### config.mk
export PLATFORM = sky130hd
export DESIGN_NAME = ifetch
export DESIGN_NICKNAME = d
export VERILOG_FILES = /design/src/rtl/ifetch.sv
export SDC_FILE = /design/constraint.sdc
export NUM_CORES = 1
export LEC_CHECK = 0
export ABC_AREA = 1
export CORE_ASPECT_RATIO = 0.75
export CORE_MARGIN = 5
export CORE_UTILIZATION = 51
export CTS_BUF_LIST = sky130_fd_sc_hd__clkbuf_16
export DETAILED_ROUTE_END_ITERATION = 6
export PLACE_DENSITY = 0.85
export SETUP_SLACK_MARGIN = 0.5
export SLEW_MARGIN = 20
export SYNTH_ARGS = -nofsm -noshare
export SYNTH_HDL_FRONTEND = slang
export SYNTH_SLANG_ARGS = --single-unit
### constraint.sdc
create_clock -name clk -period 2.5 [get_ports clk]
set_clock_uncertainty 0.05 [all_clocks]
set_input_delay 0.75 -clock clk [delete_from_list [all_inputs] [get_ports clk]]
set_output_delay 0.75 -clock clk [all_outputs]
set_load 0.03 [all_outputs]
### src/rtl/ifetch.sv
// Instruction fetch unit: reads up to four instruction bytes one at a time,
// assembles them left-aligned and hands the word to decode over valid/ready.
module ifetch #(
  parameter int              AW       = 16,
  parameter logic [AW-1:0]   RESET_PC = '0
) (
  input  logic          clk,
  input  logic          rst,
  input  logic          run,
  input  logic          pc_load,
  input  logic [AW-1:0] pc_in,
  output logic          mem_rd,
  output logic [AW-1:0] mem_addr,
  input  logic [7:0]    mem_rdata,
  input  logic          mem_ack,
  output logic [31:0]   ir_in,
  output logic [2:0]    ir_len,
  output logic [AW-1:0] ir_pc,
  output logic          ir_valid,
  input  logic          ir_ready,
  output logic [1:0]    dbg_state
);

  // Handshake: a word transfers on the rising edge where ir_valid & ir_ready;
  // ir_valid never drops and ir_in/ir_len/ir_pc never change until that edge.

  typedef enum logic [1:0] {S_IDLE, S_REQ, S_WAIT, S_HOLD} state_t;

  state_t        state_q, state_d;
  logic [AW-1:0] pc_q, pc_d;
  logic [AW-1:0] ir_pc_q, ir_pc_d;
  logic [2:0]    cnt_q, cnt_d;
  logic [2:0]    len_q, len_d;
  logic [31:0]   buf_q, buf_d;
  logic          stale_q, stale_d;
  logic [2:0]    cnt_inc;
  logic [2:0]    len_eff;

  function automatic logic [2:0] decode_len(input logic [7:0] op);
    if (op == 8'hF4)
      return 3'd1;
    else if (op[7:3] == 5'b10111 || op == 8'h81)
      return 3'd4;
    else
      return 3'd2;
  endfunction

  always_comb begin
    state_d = state_q;
    pc_d    = pc_q;
    ir_pc_d = ir_pc_q;
    cnt_d   = cnt_q;
    len_d   = len_q;
    buf_d   = buf_q;
    stale_d = stale_q;
    cnt_inc = cnt_q + 3'd1;
    len_eff = (cnt_q == 3'd0) ? decode_len(mem_rdata) : len_q;

    if (pc_load) begin
      pc_d    = pc_in;
      ir_pc_d = pc_in;
      cnt_d   = 3'd0;
      buf_d   = '0;
      // A request issued but not yet acked must be drained before refetching.
      stale_d = (state_q == S_REQ) || (state_q == S_WAIT && !mem_ack);
      if (stale_d)
        state_d = S_WAIT;
      else
        state_d = run ? S_REQ : S_IDLE;
    end else begin
      case (state_q)
        S_IDLE: begin
          buf_d   = '0;
          cnt_d   = 3'd0;
          ir_pc_d = pc_q;
          if (run)
            state_d = S_REQ;
        end
        S_REQ: begin
          state_d = S_WAIT;
        end
        S_WAIT: begin
          if (mem_ack) begin
            if (stale_q) begin
              stale_d = 1'b0;
              state_d = run ? S_REQ : S_IDLE;
            end else begin
              case (cnt_q[1:0])
                2'd0:    buf_d[31:24] = mem_rdata;
                2'd1:    buf_d[23:16] = mem_rdata;
                2'd2:    buf_d[15:8]  = mem_rdata;
                default: buf_d[7:0]   = mem_rdata;
              endcase
              cnt_d = cnt_inc;
              pc_d  = pc_q + {{(AW-1){1'b0}}, 1'b1};
              len_d = len_eff;
              state_d = (cnt_inc == len_eff) ? S_HOLD : S_REQ;
            end
          end
        end
        S_HOLD: begin
          if (ir_ready) begin
            ir_pc_d = pc_q;
            cnt_d   = 3'd0;
            buf_d   = '0;
            state_d = run ? S_REQ : S_IDLE;
          end
        end
        default: state_d = S_IDLE;
      endcase
    end
  end

  always_ff @(posedge clk) begin
    if (rst) begin
      state_q <= S_IDLE;
      pc_q    <= RESET_PC;
      ir_pc_q <= RESET_PC;
      cnt_q   <= 3'd0;
      len_q   <= 3'd0;
      buf_q   <= '0;
      stale_q <= 1'b0;
    end else begin
      state_q <= state_d;
      pc_q    <= pc_d;
      ir_pc_q <= ir_pc_d;
      cnt_q   <= cnt_d;
      len_q   <= len_d;
      buf_q   <= buf_d;
      stale_q <= stale_d;
    end
  end

  assign mem_rd    = (state_q == S_REQ);
  assign mem_addr  = pc_q;
  assign ir_in     = buf_q;
  assign ir_len    = len_q;
  assign ir_pc     = ir_pc_q;
  assign ir_valid  = (state_q == S_HOLD);
  assign dbg_state = state_q;

endmodule

Word-level counts from Yosys, hierarchy flattened

Index checks and enable logic that the tools add are counted.

Bits in registers: 73
Bits in latches: 0
RAM bits: 0
ROM bits: 0
Bits of input ports: 30
Output and inout bits: 71
Word-level logic and storage cells: 91
Memories kept: 0

$add $sub $neg: 2
$mul: 0
Div/mod/pow operators: 0
Order comparisons: 0
Eq/ne operators: 20
Shift-type cells: 0
Mux-type cells: 34
Bitwise operators: 2
Reduce and logical (&&, ||, !) cells: 23

Operators by type and width:

| operator                | count |
|---|---|
| $mux W16                | 6 |
| $mux W32                | 3 |
| $pmux W32 S3            | 1 |
| $mux W8                 | 4 |
| $pmux W16 S2            | 1 |
| $reduce_and A5 Y1       | 4 |
| $mux W3                 | 6 |
| $add A16 B1 Y16 const B | 1 |
| $eq A8 B8 Y1 const B    | 2 |
| $mux W2                 | 7 |
| $pmux W3 S3             | 1 |
| $ne A2 B1 Y1 const B    | 4 |
| $ne A2 B2 Y1 const B    | 4 |
| $pmux W2 S4             | 1 |
| $reduce_and A4 Y1       | 2 |
| $eq A2 B2 Y1 const B    | 3 |
| $ne A3 B3 Y1 const B    | 2 |
| $reduce_and A3 Y1       | 2 |
| $reduce_bool A3 Y1      | 2 |
| $eq A5 B5 Y1 const B    | 1 |
| $eq A2 B1 Y1 const B    | 2 |
| $logic_not A2 Y1        | 2 |
| $mux W1                 | 4 |
| $reduce_and A2 Y1       | 2 |
| other kinds (11)        | 14 |

Depth between registers and ports, before layout

Gate-level depths: netlist (run 1).

Word-level depth: 11
Mapped depth: 13
Gate-level depth less buffers: 13

Worst setup path before layout (run 1)

OpenSTA, ideal clock, no wires.

Path kind: reg-to-output
From: register state_q[0] (netlist: dbg_state[0])
To: output mem_rd
Arrival time: 1.091 ns
Data required time: 1.700 ns
Setup slack: 0.609 ns
Cell stages (with the launch flop): 3
Path buffers: 0
Path through: dfxtp_1 inv_2 nor2_1

Cells in the longest elaborated chain, start to end: 1

Ends and longest elaborated chain:

| what                   | RTL line | source |
|---|---|---|
| start, declared        | 29       | `state_t state_q, state_d;` |
| start signal, assigned | 124      | `state_q <= state_d;` |
| $eq A2 B1 Y1           | 134      | `assign mem_rd = (state_q == S_REQ);` |
| end, declared          | 12       | `output logic mem_rd,` |

No other way between the ends.

Final worst setup path (run 1)

Ends and elaborated chain as after synthesis.

==> summary.md, run 1 <==
| Metric | Value |
|---|---|
| Run status | `finished clean` |
| Number of synthesized register bits | `between 70 and 80` |
| Core ar. | `between 6000 and 7000 µm²` |
| Aggregate negative setup slack | `0 ps` |
| Register-to-Register Setup Slack | `approximately 630 ps` |
| Root cell of the clock tree | `sky130_fd_sc_hd__clkbuf_16` |
| Antenna diode count | `0` |
| Reg-to-Reg End | `dbg_state[1]` |
| Buffers on Ports | `100` |
| RePlAce Congestion | `0.969` |
| Chip height | `81.6 µm` |
| Worst hold-check path type | `reg2reg` |
| Final min period | `between 1500 and 2000 ps` |
| Data arrival, critical path | `~1200 ps` |
| Type of destination of the critical path | `output port` |
| Final count of negative-setup-slack endpoints | `0` |
| Power spent charging and discharging nets | `between 1 and 1.5 mW` |
| Crit share post-route | `between 70% and 80%` |
| Dominant register cell in the synthesized netlist | `sky130_fd_sc_hd__dfxtp_1` |
| Area growth, synth to finish | `41.6%` |
| Worst-margin pin slew | `roughly 510 ps` |
| Starting utilization of the core area | `51.8%` |
| Count of nets left with antenna violations after detail routing | `0` |
| Mean routed wirelength per cell | `~15 µm` |
| Total routing usage reported by global routing | `between 20% and 30%` |
| Switching power as a share of total power | `about a third` |
| Worst slew slack as a fraction of its limit | `between 60% and 70%` |
| Cells after synthesis | `between 500 and 600` |
| DIE AREA | `roughly 8600 µm²` |
| Synth warn | `0` |
| Post-synth cell types | `30` |
| Clock-pin transition on the worst setup and hold timing paths | `around 60 ps` |
| Overall via count from detail_route | `3875` |
| End point of the critical path | `mem_rd` |
| Final hold viol count | `0` |
| Count of clock tree sinks | `73` |
| Achievable frequency | `a little over 500 MHz` |
| Worst-Skew Late Latency | `between 300 and 400 ps` |
| Pin count of the biggest net entering global routing | `37` |
| Total number of nets in the final design | `between 600 and 700` |
| Floorplan row count | `26` |
| Dpl hpwl | `7840 µm` |
| Category of the most critical setup path | `reg2out` |
| Count of flip-flops with a built-in enable after synthesis | `0` |
| Kind of start point of the critical path | `flip-flop` |
| Share of Yosys cell area claimed by the top area cell type | `between 40% and 50%` |
| Top-level port count | `101` |
| Aggregate global routing overflow | `0` |
| Power density over the cells | `approximately 690 nW/µm²` |
| Post-Syn Area | `around 3500 µm²` |
| CTS tree | `done` |
| Most common library cells after synthesis | `108 x sky130_fd_sc_hd__nand2_1, 91 x sky130_fd_sc_hd__nor2_1, 73 x sky130_fd_sc_hd__dfxtp_1` |
| Most used standard cell by instance count after synthesis | `sky130_fd_sc_hd__nand2_1` |
| Util after Layout | `73.3%` |
| Clock group share of total power | `~33%` |
| RSZ-0062 raised after global routing | `yes` |
| Synthesized area per cell | `6.78 µm²` |
| Launch instance of the worst register-to-register path | `cnt_q[0]` |
| Initial detailed-routing violation count | `between 400 and 500` |
| Die W | `around 110 µm` |
| First-pass iteration count of the detailed router | `5` |
| Wire length of the first global-routing pass | `around 17000 µm` |
| Power Internal | `~2.2 mW` |
| Nets in the synthesized netlist | `550` |
| Part of the total power dissipated in combinational logic | `between 20 and 30%` |
| Vias in the first global route | `approximately 3500` |
| Number of antenna violations at the first check in global routing | `0` |
| Clock buffers created by TritonCTS | `9` |
| R2R depth | `12` |
| Area leader, netlist | `sky130_fd_sc_hd__dfxtp_1` |
| Proportion of synthesized chip area in sequential cells | `between 40% and 50%` |
| Max Slew Vio Count | `0` |
| Share of async-settable or async-resettable flops after synthesis | `0%` |
| Worst Setup SP | `dbg_state[0]` |
| DRC violations left | `0` |
| Max VDD drop | `around 0.35 mV` |
| Proportion of layout cells with a drive suffix above 1 | `a little over a tenth` |
| Post-detailed-route via-to-cell ratio | `about 5.4` |
| Reg power frac | `roughly 40%` |
| Count of max-cap constraint violations | `0` |
| Worst-case clock buffer depth | `2` |
| H-Tree Level Count | `3` |
| Largest cells by area after synthesis | `sky130_fd_sc_hd__dfxtp_1 42%, sky130_fd_sc_hd__nand2_1 12%, sky130_fd_sc_hd__nor2_1 9.8%` |
| Highest fanout seen on the critical path | `5` |
| Required time worst endpoint | `1700 ps` |
| Leak pwr | `2.37 nW` |
| DRT Wirelength | `10600 µm` |
==> through the flow <==
step / hold WS (ps) / area (µm²) / instances / setup WS, ps / power [mW]
floorplan: 420 / 3490 / 514 / 609 / 1.91
global placement: 401 / 4640 / 693 / 190 / 2.27
detailed placement: 407 / 4640 / 693 / 124 / 2.29
CTS: 412 / 4820 / 709 / 371 / 3.36
global route: 437 / 4940 / 712 / 467 / 3.57
finish: 408 / 4940 / 712 / 533 / 3.41
==> power groups by stage <==
stage / clock (mW) / sequential (mW) / combinational [mW]
2_1_floorplan: 0 / 1.51 / 0.400
3_3_place_gp: 0 / 1.35 / 0.918
3_5_place_dp: 0 / 1.35 / 0.938
4_1_cts: 1.15 / 1.33 / 0.884
5_1_grt: 1.21 / 1.34 / 1.03
6_report: 1.13 / 1.33 / 0.939
==> cells by family (layout without fill, tap and decap cells) <==
group           after synthesis  after routing  share of synthesized area, %
compound gates              120            120                          19.4
flops                        73             73                          41.9
fa+ha+maj                     6              6                          2.15
buf+inv                      74            188                          8.11
xor+xnor                      1              1                         0.251
simple gates                240            240                          28.1
==> final cells by class <==
| class | instances | area [µm²] |
|---|---|---|
| clock inverter | 7 | 38.8 |
| timing repair buffer | 112 | 1060 |
| inverter | 60 | 236 |
| sequential | 73 | 1460 |
| tap | 84 | 105 |
| fill | 548 | 1800 |
| multi-input combinational | 367 | 1800 |
| clock buffer | 9 | 225 |
==> routing by layer <==
| metal | GRT usage [%] | wire length (µm) |
|---|---|---|
| met5 | 0 | 0 |
| met4 | 7.86 | 236 |
| met3 | 5.42 | 877 |
| met2 | 38.4 | 4740 |
| met1 | 33.4 | 4730 |
==> registers in the layout (all words and copies together) (netlist names) <==
signal     flops
ir_len         3
ir_in         32
mem_addr      16
ir_pc         16
stale_q        1
cnt_q          3
dbg_state      2
==> critical path, stage by stage (launching register included) <==
cell                       delay [ps]
sky130_fd_sc_hd__dfxtp_2          400
sky130_fd_sc_hd__inv_2             70
sky130_fd_sc_hd__nor2_1           140
sky130_fd_sc_hd__clkbuf_2         230
==> how the worst min path moves through the flow <==
stage | cells past startpoint | end | slack [ps] | start
after CTS | 2 | ir_in[4] | 410 | ir_in[4]
after global routing | 2 | ir_in[5] | 440 | ir_in[5]
final | 2 | ir_in[4] | 410 | ir_in[4]
after global placement | 2 | ir_in[4] | 400 | ir_in[4]
after floorplan | 2 | cnt_q[2] | 420 | cnt_q[2]
after detailed placement | 2 | ir_in[4] | 410 | ir_in[4]
==> cell usage in the layout, fill, tap and decap left out, types with 3 or more instances in the layout <==
| master | netlist | layout |
|---|---|---|
| sky130_fd_sc_hd__nor2_1 | 91 | 88 |
| sky130_fd_sc_hd__nand2_2 | 2 | 5 |
| sky130_fd_sc_hd__buf_4 | 0 | 7 |
| sky130_fd_sc_hd__nand3_1 | 22 | 21 |
| sky130_fd_sc_hd__nor2_4 | 3 | 3 |
| sky130_fd_sc_hd__o21ai_1 | 9 | 7 |
| sky130_fd_sc_hd__a31oi_1 | 16 | 16 |
| sky130_fd_sc_hd__ha_1 | 6 | 6 |
| sky130_fd_sc_hd__dlymetal6s2s_1 | 0 | 3 |
| sky130_fd_sc_hd__nor3_1 | 9 | 9 |
| sky130_fd_sc_hd__nand4_1 | 3 | 3 |
| sky130_fd_sc_hd__nor2_2 | 0 | 3 |
| sky130_fd_sc_hd__o21ai_2 | 3 | 4 |
| sky130_fd_sc_hd__inv_2 | 6 | 12 |
| sky130_fd_sc_hd__a211oi_1 | 3 | 3 |
| sky130_fd_sc_hd__dlygate4sd2_1 | 0 | 63 |
| sky130_fd_sc_hd__clkdlybuf4s15_1 | 0 | 5 |
| sky130_fd_sc_hd__o21ai_0 | 47 | 47 |
| sky130_fd_sc_hd__inv_4 | 0 | 3 |
| sky130_fd_sc_hd__a21oi_1 | 32 | 31 |
| sky130_fd_sc_hd__clkdlybuf4s50_1 | 0 | 26 |
| sky130_fd_sc_hd__buf_12 | 0 | 3 |
| sky130_fd_sc_hd__nand2_1 | 108 | 103 |
| sky130_fd_sc_hd__o211ai_1 | 3 | 3 |
| sky130_fd_sc_hd__clkbuf_16 | 0 | 9 |
| sky130_fd_sc_hd__dfxtp_1 | 73 | 71 |
| sky130_fd_sc_hd__inv_1 | 53 | 45 |
==> what timing repair did <==
| action | 4_1_cts | 5_1_grt |
|---|---|---|
| setup buffers | 0 | 3 |
| resized for setup | 80 | 39 |
| pin swaps | 0 | 5 |
| setup endpoints to repair | 81 | 73 |
| hold buffers | 0 | 0 |
No activity file was read; power rests on OpenSTA's default activity.
==> run 2: changes to the inputs <==
--- a/config.mk
+++ b/config.mk
@@ -8,10 +8,10 @@
 export ABC_AREA = 1
 export CORE_ASPECT_RATIO = 0.75
 export CORE_MARGIN = 5
-export CORE_UTILIZATION = 51
+export CORE_UTILIZATION = 48
 export CTS_BUF_LIST = sky130_fd_sc_hd__clkbuf_16
 export DETAILED_ROUTE_END_ITERATION = 6
-export PLACE_DENSITY = 0.85
+export PLACE_DENSITY = 0.81
 export SETUP_SLACK_MARGIN = 0.5
 export SLEW_MARGIN = 20
 export SYNTH_ARGS = -nofsm -noshare
==> constraint.sdc (replaced) <==
create_clock -name clk -period 1.98 [get_ports clk]
set_clock_uncertainty 0.05 [all_clocks]
set_input_delay 0.594 -clock clk [delete_from_list [all_inputs] [get_ports clk]]
set_output_delay 0.594 -clock clk [all_outputs]
set_load 0.03 [all_outputs]
==> summary.md, run 2 (synthesis results as in run 1) <==
| Metric | Value |
|---|---|
| Starting utilization of the core area | `50.3% (was 51.8%)` |
| Root cell of the clock tree | `sky130_fd_sc_hd__clkbuf_16 (unchanged)` |
| Crit share post-route | `between 90% and 100%` |
| RSZ-0062 raised after global routing | `yes (unchanged)` |
| Multi-input gate area in the final layout | `2220 µm² (was 1800 µm²)` |
| Total routing usage reported by global routing | `28.1% (was 24.4%)` |
| Highest fanout seen on the critical path | `9 (was 5)` |
| Count of clock tree sinks | `73 (unchanged)` |
| Max VDD drop | `0.852 mV (was 0.345 mV)` |
| DIE AREA | `9080 µm² (was 8610 µm²)` |
| Most common library cell in the layout ignoring fill and taps | `sky130_fd_sc_hd__nand2_1 (unchanged)` |
| Total number of cells along the worst setup path | `8 (was 3)` |
| Number of fillers in the final layout | `252 (was 548)` |
| Worst-Skew Late Latency | `360 ps (was 330 ps)` |
| Count of nets left with antenna violations after detail routing | `0 (unchanged)` |
| RePlAce Congestion | `0.900 (was 0.969)` |
| Leak pwr | `2.77 nW (was 2.37 nW)` |
| Aggregate global routing overflow | `0 (unchanged)` |
| Max Slew Vio Count | `0 (unchanged)` |
| Crit path largest cell delay | `390 ps (was 400 ps)` |
| Final count of negative-setup-slack endpoints | `0 (unchanged)` |
| Clock buffers created by TritonCTS | `9 (unchanged)` |
| Final min period | `1820 ps` |
| Worst Setup SP | `dbg_state[1] (was dbg_state[0])` |
| Area growth, synth to finish | `81.2% (was 41.6%)` |
| Buffers on Ports | `100 (unchanged)` |
| Aggregate negative setup slack | `0 ps (unchanged)` |
| Register-to-Register Setup Slack | `160 ps (was 630 ps)` |
| DRT Wirelength | `19500 µm (was 10600 µm)` |
| Proportion of layout cells with a drive suffix above 1 | `52.3% (was 10.8%)` |
| Util after Layout | `91.1% (was 73.3%)` |
| R2R depth | `8 (was 12)` |
| DRC violations left | `0 (unchanged)` |
| Dpl hpwl | `8350 µm (was 7840 µm)` |
| Wire length of the first global-routing pass | `20300 µm (was 17000 µm)` |
| End point of the critical path | `ir_in[3] (was mem_rd)` |
| Type of destination of the critical path | `flip-flop (was output port)` |
| Post-detailed-route via-to-cell ratio | `6.60 (was 5.44)` |
| Run status | `finished clean (unchanged)` |
| Data arrival, critical path | `2040 ps (was 1170 ps)` |
| Worst hold-check path type | `reg2reg (unchanged)` |
| Pin count of the biggest net entering global routing | `25 (was 37)` |
| Achievable frequency | `~550 MHz` |
| Flip-flop count of the largest register after layout | `32 (unchanged)` |
| Kind of start point of the critical path | `flip-flop (unchanged)` |
| Count of max-cap constraint violations | `0 (unchanged)` |
| Crit path cell chain | `inv_4 -> o21ai_4 -> inv_2 -> nor2_1 -> nand2_1 -> nand2_4 -> nand2_1 -> a21oi_2 (was inv_2 -> nor2_1 -> clkbuf_2)` |
| Quantity of hold-fixing buffers added after cts | `0 (unchanged)` |
| Overall via count from detail_route | `5224 (was 3875)` |
| Chip height | `83.8 µm (was 81.6 µm)` |
| Final hold viol count | `0 (unchanged)` |
| H-Tree Level Count | `3 (unchanged)` |
| Floorplan row count | `26 (unchanged)` |
| Reg-to-Reg End | `ir_in[3] (was dbg_state[1])` |
| Power density over the cells | `863 nW/µm² (was 690 nW/µm²)` |
| Top-level port count | `101 (unchanged)` |
| Die W | `108 µm (was 105 µm)` |
| Total number of nets in the final design | `725 (was 659)` |
| Core ar. | `6930 µm² (was 6730 µm²)` |
| Mean routed wirelength per cell | `24.6 µm (was 14.9 µm)` |
| First-pass iteration count of the detailed router | `7 (was 5)` |
| Antenna diode count | `0 (unchanged)` |
| Worst-margin pin slew | `430 ps (was 508 ps)` |
| Initial detailed-routing violation count | `828 (was 430)` |
| Most common cell on crit path | `sky130_fd_sc_hd__nand2_1` |
| Highest-delay cell along the critical path | `sky130_fd_sc_hd__dfxtp_4 (was sky130_fd_sc_hd__dfxtp_2)` |
| Required time worst endpoint | `2210 ps (was 1700 ps)` |
| Worst slew slack as a fraction of its limit | `71.3% (was 66.0%)` |
| CP Buf/Inv Count | `2 (unchanged)` |
| Number of antenna violations at the first check in global routing | `0 (unchanged)` |
| Post-route cell area | `6310 µm² (was 4940 µm²)` |
| Placed cell area | `4910 µm² (was 4640 µm²)` |
| Commonest cells after routing, fill and taps aside | `82 x sky130_fd_sc_hd__nand2_1, 74 x sky130_fd_sc_hd__buf_6, 67 x sky130_fd_sc_hd__nor2_1 (was 103 x sky130_fd_sc_hd__nand2_1, 88 x sky130_fd_sc_hd__nor2_1, 71 x sky130_fd_sc_hd__dfxtp_1)` |
| Largest delay share family, worst path | `simple AND/OR/NAND/NOR gates (was flip-flops)` |
| Launch instance of the worst register-to-register path | `dbg_state[1] (was cnt_q[0])` |
| Clock-pin transition on the worst setup and hold timing paths | `60 ps (about the same)` |
| Category of the most critical setup path | `reg2reg (was reg2out)` |
| CTS tree | `done (unchanged)` |
| Sequential standard cell area | `1590 µm² (was 1460 µm²)` |
| Vias in the first global route | `4082 (was 3477)` |
| Worst-case clock buffer depth | `2 (unchanged)` |
## run 2: power breakdown
group / internal (mW) / total, mW / switching (mW)
clock: 1.07 / 1.81 / 0.743
sequential: 1.61 / 1.74 / 0.138
combinational: 0.746 / 1.90 / 1.15
total: 3.42 / 5.45 / 2.03
## run 2: layout make-up
| cell class | count | share of cell area [%] |
|---|---|---|
| Tap cell | 98 | 1.94 |
| Multi-Input combinational cell | 368 | 35.1 |
| Clock buffer | 10 | 3.96 |
| Sequential cell | 73 | 25.2 |
| Inverter | 60 | 4.34 |
| Clock inverter | 6 | 1.09 |
| Timing Repair Buffer | 177 | 28.4 |
## run 2: stage by stage
step                cells  power [mW]  hold WS, ps  worst slack, ps
floorplan             514        2.44          420              387
global route          792        5.56          437              175
finish                792        5.45          426              165
detailed placement    729        2.97          407             -367
CTS                   761        4.80          417              342
global placement      729        2.94          402             -246
## run 2: worst min-delay path: stages, from the launching register on
cell	delay, ps
sky130_fd_sc_hd__dfxtp_2	320
sky130_fd_sc_hd__nand2_1	60
sky130_fd_sc_hd__a21oi_1	60
## run 2: worst min path at each step
stage | to | slack, ps | startpoint | cells after the start
floorplan | cnt_q[2] | 420 | cnt_q[2] | 2
global placement | ir_in[5] | 400 | ir_in[5] | 2
detailed placement | ir_in[5] | 410 | ir_in[5] | 2
global route | ir_in[7] | 440 | ir_in[7] | 2
CTS | ir_in[7] | 420 | ir_in[7] | 2
finish | ir_in[7] | 430 | ir_in[7] | 2
## run 2: what timing repair did
action / CTS / global route
buffers inserted: 16 / 29
pin swaps: 7 / 36
cloned: 0 / 2
endpoints found under the setup margin: 144 / 125
resized for setup: 576 / 183
## run 2: per-layer routing
metal / GRT usage (%) / vias to the layer above / wire length, µm
li1: - / 2043 / -
met1: 36.0 / 2372 / 6730
met2: 45.4 / 591 / 8360
met3: 6.81 / 218 / 2560
met4: 11.0 / 0 / 1830
met5: 0 / - / 0
